## config.mk

```make
export PLATFORM = sky130hd
export DESIGN_NAME = rib_arbiter
export DESIGN_NICKNAME = d
export VERILOG_FILES = /design/src/rtl/tinyriscv_pkg.sv /design/src/rtl/rib_prio_pick.sv /design/src/rtl/rib_arbiter.sv
export SDC_FILE = /design/constraint.sdc
export NUM_CORES = 1
export LEC_CHECK = 0
export CAP_MARGIN = 20
export CORE_AREA = 5 5 153 155
export DETAILED_ROUTE_END_ITERATION = 16
export DIE_AREA = 0 0 158 160
export PLACE_DENSITY = 0.53
export SYNTH_ARGS = -nofsm -noshare
export SYNTH_HDL_FRONTEND = slang
export SYNTH_SLANG_ARGS = --single-unit
```

## constraint.sdc

```tcl
create_clock -name clk_i -period 4.8 [get_ports clk_i]
set_input_delay 0.96 -clock clk_i [delete_from_list [all_inputs] [get_ports clk_i]]
set_output_delay 0.96 -clock clk_i [all_outputs]
set_load 0.02 [all_outputs]
```

## src/rtl/tinyriscv_pkg.sv

```systemverilog
// Shared bus widths and the RIB arbiter state encoding.
package tinyriscv_pkg;

    localparam int MemAddrBus = 32;
    localparam int MemBus     = 32;

    typedef enum logic {
        IDLE = 1'b0,
        BUSY = 1'b1
    } RibArbState_e;

endpackage

```

## src/rtl/rib_prio_pick.sv

```systemverilog
// Lowest-index picker over (req & mask), optionally skipping one index.
module rib_prio_pick #(
    parameter int N  = 3,
    parameter int IW = (N > 1) ? $clog2(N) : 1
) (
    input  logic [N-1:0]  req,
    input  logic [N-1:0]  mask,
    input  logic          excl_en,
    input  logic [IW-1:0] excl_idx,
    output logic          valid,
    output logic [IW-1:0] idx
);

    // Scan from the top down so the lowest eligible index is written last.
    always_comb begin
        valid = 1'b0;
        idx   = '0;
        for (int i = N - 1; i >= 0; i--) begin
            if (req[i] && mask[i] && !(excl_en && excl_idx == IW'(i))) begin
                valid = 1'b1;
                idx   = IW'(i);
            end
        end
    end

endmodule

```

## src/rtl/rib_arbiter.sv

```systemverilog
// Fixed-priority RIB arbiter with per-master starvation promotion.
// One locked grant per request/ready transaction; back-to-back re-arbitration
// happens in the ready cycle with the finishing master excluded.
module rib_arbiter
    import tinyriscv_pkg::*;
#(
    parameter int                    NumMasters = 3,
    parameter int                    MaxWait    = 8,
    parameter logic [NumMasters-1:0] CoreMask   = NumMasters'(3'b110)
) (
    input  logic                                  clk_i,
    input  logic                                  rst_ni,
    input  logic [NumMasters-1:0][MemAddrBus-1:0] m_addr_i,
    input  logic [NumMasters-1:0][MemBus-1:0]     m_data_i,
    input  logic [NumMasters-1:0]                 m_req_i,
    input  logic [NumMasters-1:0]                 m_we_i,
    output logic [NumMasters-1:0][MemBus-1:0]     m_data_o,
    output logic [NumMasters-1:0]                 m_ready_o,
    output logic [MemAddrBus-1:0]                 s_addr_o,
    output logic [MemBus-1:0]                     s_data_o,
    output logic                                  s_we_o,
    output logic                                  s_req_o,
    input  logic [MemBus-1:0]                     s_data_i,
    input  logic                                  s_ready_i,
    output logic                                  hold_flag_o
);

    localparam int IW = (NumMasters > 1) ? $clog2(NumMasters) : 1;
    localparam int CW = $clog2(MaxWait + 1);

    RibArbState_e                    state_q, state_d;
    logic [IW-1:0]                   gnt_q, gnt_d;
    logic [NumMasters-1:0][CW-1:0]   cnt_q;
    logic [NumMasters-1:0]           urgent;
    logic                            busy, load, any_vld;
    logic                            urg_vld, pln_vld;
    logic [IW-1:0]                   urg_idx, pln_idx, win;

    assign busy = (state_q == BUSY);

    // A master is urgent once its wait counter has saturated.
    always_comb begin
        for (int i = 0; i < NumMasters; i++) urgent[i] = (cnt_q[i] == CW'(MaxWait));
    end

    // While busy, the current grant holder never competes for the next slot.
    rib_prio_pick #(.N(NumMasters), .IW(IW)) u_pick_urg (
        .req      (m_req_i),
        .mask     (urgent),
        .excl_en  (busy),
        .excl_idx (gnt_q),
        .valid    (urg_vld),
        .idx      (urg_idx)
    );

    rib_prio_pick #(.N(NumMasters), .IW(IW)) u_pick_pln (
        .req      (m_req_i),
        .mask     ({NumMasters{1'b1}}),
        .excl_en  (busy),
        .excl_idx (gnt_q),
        .valid    (pln_vld),
        .idx      (pln_idx)
    );

    assign win     = urg_vld ? urg_idx : pln_idx;
    assign any_vld = urg_vld | pln_vld;

    // Next-state / grant selection: grant from IDLE, or hand over on ready.
    always_comb begin
        state_d = state_q;
        gnt_d   = gnt_q;
        load    = 1'b0;
        case (state_q)
            IDLE: begin
                if (any_vld) begin
                    state_d = BUSY;
                    gnt_d   = win;
                    load    = 1'b1;
                end
            end
            BUSY: begin
                if (s_ready_i) begin
                    if (any_vld) begin
                        gnt_d = win;
                        load  = 1'b1;
                    end else begin
                        state_d = IDLE;
                    end
                end
            end
            default: state_d = IDLE;
        endcase
    end

    // Slave-side mux and master-side response steering for the grant holder.
    always_comb begin
        s_req_o   = 1'b0;
        s_we_o    = 1'b0;
        s_addr_o  = '0;
        s_data_o  = '0;
        m_data_o  = '0;
        m_ready_o = '0;
        if (busy) begin
            s_req_o          = 1'b1;
            s_we_o           = m_we_i[gnt_q];
            s_addr_o         = m_addr_i[gnt_q];
            s_data_o         = m_data_i[gnt_q];
            m_data_o[gnt_q]  = s_data_i;
            m_ready_o[gnt_q] = s_ready_i;
        end
    end

    // Reset forces the flag low even though requests may still be asserted.
    assign hold_flag_o = rst_ni & (|(CoreMask & m_req_i & ~m_ready_o));

    // State and grant registers.
    always_ff @(posedge clk_i or negedge rst_ni) begin
        if (!rst_ni) begin
            state_q <= IDLE;
            gnt_q   <= '0;
        end else begin
            state_q <= state_d;
            gnt_q   <= gnt_d;
        end
    end

    // Wait counters: count ungranted request cycles, clear on grant or idle.
    always_ff @(posedge clk_i or negedge rst_ni) begin
        if (!rst_ni) begin
            cnt_q <= '0;
        end else begin
            for (int i = 0; i < NumMasters; i++) begin
                if (!m_req_i[i] || (busy && gnt_q == IW'(i)) || (load && gnt_d == IW'(i)))
                    cnt_q[i] <= '0;
                else if (cnt_q[i] != CW'(MaxWait))
                    cnt_q[i] <= cnt_q[i] + 1'b1;
            end
        end
    end

    // The grant holder must keep requesting until its ready.
    a_gnt_req_held : assert property (@(posedge clk_i) disable iff (!rst_ni)
        busy |-> m_req_i[gnt_q]);

endmodule

```

==> Yosys cells after proc, flatten, opt, wreduce, memory -nomap -nowiden <==
Index checks and enable logic that the tools add are counted.
{ "totals": {"ff_bits": 15, "in_bits": 233, "out_inout_bits": 166} }
{ "op_classes": {"addsub": 3, "magnitude_cmp": 2, "eq_ne": 10, "muxes": 43, "n_bitwise": 7, "reduce_logical": 34} }
{ "op_table": {"columns": ["op", "n"], "rows": [
  ["two-way mux 32 bit", 5],
  ["binary-select mux 32 bit (select 2 bit)", 2],
  ["bitwise AND 96 bit", 1],
  ["two-way mux 96 bit", 1],
  ["demux 32 bit (select 2 bit)", 1],
  ["two-way mux 4 bit", 6],
  ["two-way mux 2 bit", 9],
  ["logical AND 1 bit", 16],
  ["two-way mux 1 bit", 13],
  ["adder 4 x 1 -> 4 bit (second input constant)", 3],
  ["equality test 4 bit (second input constant)", 3],
  ["inequality test 4 bit (second input constant)", 3],
  ["bitwise AND 3 bit", 2],
  ["zero test 1 bit", 6],
  ["logical OR 1 bit", 6],
  ["nonzero test 2 bit", 3],
  ["equality test 2 x 1 -> 1 bit (second input constant)", 2],
  ["equality test 2 bit (second input constant)", 2],
  ["zero test 2 bit", 2],
  ["case mux 1 bit (2 select lines)", 2],
  ["case mux 2 bit (2 select lines)", 1],
  ["< comparator 2 x 3 -> 1 bit (second input constant)", 1],
  ["two-way mux 3 bit", 1],
  ["NOT 3 bit", 1],
  ["7 further kinds", 7]
]} }

==> Logic depth before layout (Yosys ltp) <==
{ "depth": {"word_depth": 15, "ltp_mapped": 8, "depth_no_buf": 7} }

==> Cells and area by module <==
From an unflattened synthesis, not the netlist that was laid out.
{ "unflattened": {"hier_cells": 509, "hier_area_um2": 3798.6} }
{ "modules_own_cells": {"columns": ["module", "instances", "cells_each", "area_each_um2"], "rows": [
  ["rib_arbiter", 1, 491, 3648.5],
  ["rib_prio_pick", 2, 9, 75.1]
]} }

==> Worst setup path before layout <==
OpenSTA, ideal clock, no wires.
{ "synth_path": {"path_kind": "flip-flop to output port", "start": "register gnt_q[0]", "end": "output s_addr_o[11]", "arrival_time_ps": 1590, "slack_ps": 2250, "stages_incl_launch_ff": 8, "n_path_buf": 4, "path_cell_list": "dfrtp_1 buf_2 nor2b_1 buf_2 buf_2 buf_1 a21oi_1 nor2_1"} }
{ "synth_via": {"elab_chain_len": 3} }
{ "synth_lines": {"columns": ["item", "line_no", "text"], "rows": [
  ["from (decl)", "rib_arbiter.sv:32", "logic [IW-1:0] gnt_q, gnt_d;"],
  ["from (signal assigned)", "rib_arbiter.sv:123", "gnt_q <= gnt_d;"],
  ["binary-select mux 32 bit (select 2 bit)", "rib_arbiter.sv:106", "s_addr_o = m_addr_i[gnt_q];"],
  ["two-way mux 32 bit (not written as such)", "rib_arbiter.sv:106", null],
  ["two-way mux 32 bit", "rib_arbiter.sv:103", "if (busy) begin"],
  ["to (decl)", "rib_arbiter.sv:19", "output logic [MemAddrBus-1:0] s_addr_o,"]
]} }
No other way between the ends. The select of a mux whose other input is x is not followed.

==> Worst setup path after layout <==
{ "layout_path": {"start": "register gnt_q[0]", "end": "output s_data_o[9]"} }
{ "layout_via": {"elab_chain_len": 3} }
{ "layout_lines": {"columns": ["item", "line_no", "text"], "rows": [
  ["binary-select mux 32 bit (select 2 bit)", "rib_arbiter.sv:107", "s_data_o = m_data_i[gnt_q];"],
  ["two-way mux 32 bit (not written as such)", "rib_arbiter.sv:107", null],
  ["two-way mux 32 bit", "rib_arbiter.sv:103", null],
  ["to (decl)", "rib_arbiter.sv:20", "output logic [MemBus-1:0] s_data_o,"]
]} }
No other way between the ends. The select of a mux whose other input is x is not followed.

==> metrics <==
outcome=finished, final reports clean; dpl hpwl=about 17 mm; peak supply drop=0.239 mV; largest net degree at the start of global routing=slightly below 70; share of cells above drive strength 1=0.0320; Post-Syn Area per Cell=approximately 6.4 um2; register area share after synthesis=0.115; Final Worst Setup Slack=0.980 ns; Tcrit/Tclk final=0.796; Final setup viols=0; Worst Setup Path Type=flop to output port; hold_buf cts=0; die width=between 150 and 200 um; antenna violations before repair=1; Routed Antenna Nets=0; worst slack, placed=~1.2 ns; post-CTS setup buffer count=0; H-tree levels=1; Netlist cell types=39; clk_skew=around 0.00068 ns; P&R area growth vs syn=132%; fmax=between 0.2 and 0.3 GHz; top-area cell type share of the netlist area=0.203; Synth Flop Type=dfrtp_1; root buf cell=clkbuf_16; DP Area=between 7000 and 8000 um2; row cnt=54; Max Slew Vio Count=0; Synth async-reset ratio=1.00; crit-path cells=buf_4 > mux2i_1 > nor2_1 > a21oi_1 > nor2_1 > clkdlybuf4s50_1; worst-skew pair later-pin latency=0.24 ns; 1st-iter DRT viols=around 260; Fin. Hold Viols=0; Final TNS setup=0 ns; Synth area leaders=mux2i_1 (20%), nor2_1 (16%), and2_1 (13%); Die Span Y=approximately 160 um; Max-Cap Viols=0; Syn Nets=~750; total congestion overflow=0; register clock-pin slew on the reported worst setup and hold paths=approximately 0.050 ns; Post-Syn Instances=between 500 and 600; RSZ-0062 raised after global routing=false; routed wire length=roughly 21 mm; HP Class=flop to flop; fillers=approximately 2300; CTS Buf Count=3; routed vias/inst=4.17; Critical Path RT=roughly 3.8 ns; multi-input logic area=between 2000 and 3000 um2; count of flip-flops with a built-in enable after synthesis=0; die area=25300 um2; crit end category=output port; worst stage delay on the critical path=0.83 ns; YS warnings=0; count leader, synth=nor2_1; Worst setup SP type=flop; Max clock buf depth=2; register area=380 um2; first-pass detailed-route iteration total=4; I/O Buffers=between 300 and 400; pwr/cell area=roughly 530 nW/um2; Leak Pwr=around 3.1 nW; vias=between 4000 and 5000; total track usage=0.156; #FFs+latches synth=15; min Tclk post-route=~3.8 ns; Worst-Margin Slew=between 0.8 and 0.9 ns; Post-Syn Area=3260 um2; Commonest cells post-synth=nor2_1 (143), a21oi_1 (69), and2_1 (66), mux2i_1 (66), and3_1 (35); most frequent CP cell=nor2_1; Final Cell Area=between 7000 and 8000 um2; vias in the first global route=approximately 5000; # IOs=399; CP max-delay cell=dfrtp_4; CTS tree=done; first-pass GRT wire length=~31 mm; DRC Markers=0; cell taking the most area after synthesis=mux2i_1; post-CTS sizing=0; Starting Density=0.150; drt wl/cell=roughly 18 um; RePlAce Congestion=0.874; CORE AREA=between 20000 and 25000 um2; CP Data Arrival Time=between 2 and 3 ns; clock sinks=15; crit path max fanout=37; slew margin rel.=0.454; Final nets=1116
-- per-layer routing --
metal  share of wire  global-route usage
met1            0.41               0.195
met2            0.50               0.276
met5               0                   0
met4           0.018              0.0240
met3           0.074              0.0384
-- critical path: cells and delay by family, from the launching register on --
family / cells / cell delay [ns]
AO/OA/AOI/OAI: 1 / 0.16
AND/OR/NAND/NOR: 2 / 0.15
flip-flops: 1 / 0.83
multiplexers: 1 / 0.26
buffers and inverters: 2 / 1.12
-- state kept, by name (all words and copies together) (netlist names) --
signal	cells
busy	1
gnt_q	2
cnt_q	12
-- worst paths after layout --
check                                              to  cells after the start                  start  slack [ns]
worst max-delay path                      s_data_o[9]                      6     gnt_q[0]$_DFF_PN0_        0.98
worst min-delay path            cnt_q[11]$_DFFE_PN0P_                      2  cnt_q[11]$_DFFE_PN0P_        0.57
worst max register to register   cnt_q[2]$_DFFE_PN0P_                      6     gnt_q[0]$_DFF_PN0_        2.08
worst min register to register  cnt_q[11]$_DFFE_PN0P_                      2  cnt_q[11]$_DFFE_PN0P_        0.57
max in group asynchronous          gnt_q[0]$_DFF_PN0_                      2                 rst_ni        3.53
min in group asynchronous       cnt_q[10]$_DFFE_PN0P_                      2                 rst_ni        1.05
-- cell usage in the layout (no fill, tap or decap), drive strengths merged, types with 2 or more instances in the layout --
master and instances:
a21oi 69, and2 66, and3 35, and3b 4
buf 10, clkbuf 4, clkdlybuf4s50 398, dfrtp 15
ha 6, inv 8, mux2i 66, nand2 13
nand2b 2, nand3 4, nand3b 3, nor2 143
nor3 3, o211a 2, o21ai 6, xnor2 5
xor2 2
-- where the power goes --
group	internal, mW	leakage, nW	total (mW)	switching, mW
registers	0.157	0.196	0.294	0.136
logic	1.65	2.86	3.54	1.89
clock network	0.113	0.0382	0.164	0.0510
total	1.92	3.09	4.00	2.08
-- cells by family (layout without fill, tap and decap cells) --
logic type / Yosys count / count (layout) / share of synthesized area
buffers and inverters: 54 / 420 / 0.0699
multiplexers: 67 / 67 / 0.206
other: 0 / 1 / 0
XOR/XNOR: 7 / 7 / 0.0188
flip-flops: 15 / 15 / 0.115
adder cells (fa/ha/maj): 6 / 6 / 0.0230
AND/OR/NAND/NOR: 276 / 276 / 0.417
AO/OA/AOI/OAI: 85 / 85 / 0.150
-- final cells by class --
cell class | count | area share
antenna | 1 | 0.000331
clock buffer | 4 | 0.0104
inverter | 8 | 0.00397
multi-input combinational | 441 | 0.352
sequential | 15 | 0.0503
tap | 280 | 0.0463
timing repair buffer | 408 | 0.536
-- through the flow --
step / hold WS (ns) / cells / total power [mW] / util
3_3_place_gp: 0.556 / 1152 / 3.89 / 0.345
5_1_grt: 0.606 / 1157 / 4.29 / 0.349
4_1_cts: 0.568 / 1156 / 4.06 / 0.349
6_report: 0.567 / 1157 / 4.00 / 0.349
2_1_floorplan: 0.519 / 510 / 2.19 / -
3_5_place_dp: 0.562 / 1152 / 3.87 / 0.345
(Power assumes the default switching activity.)
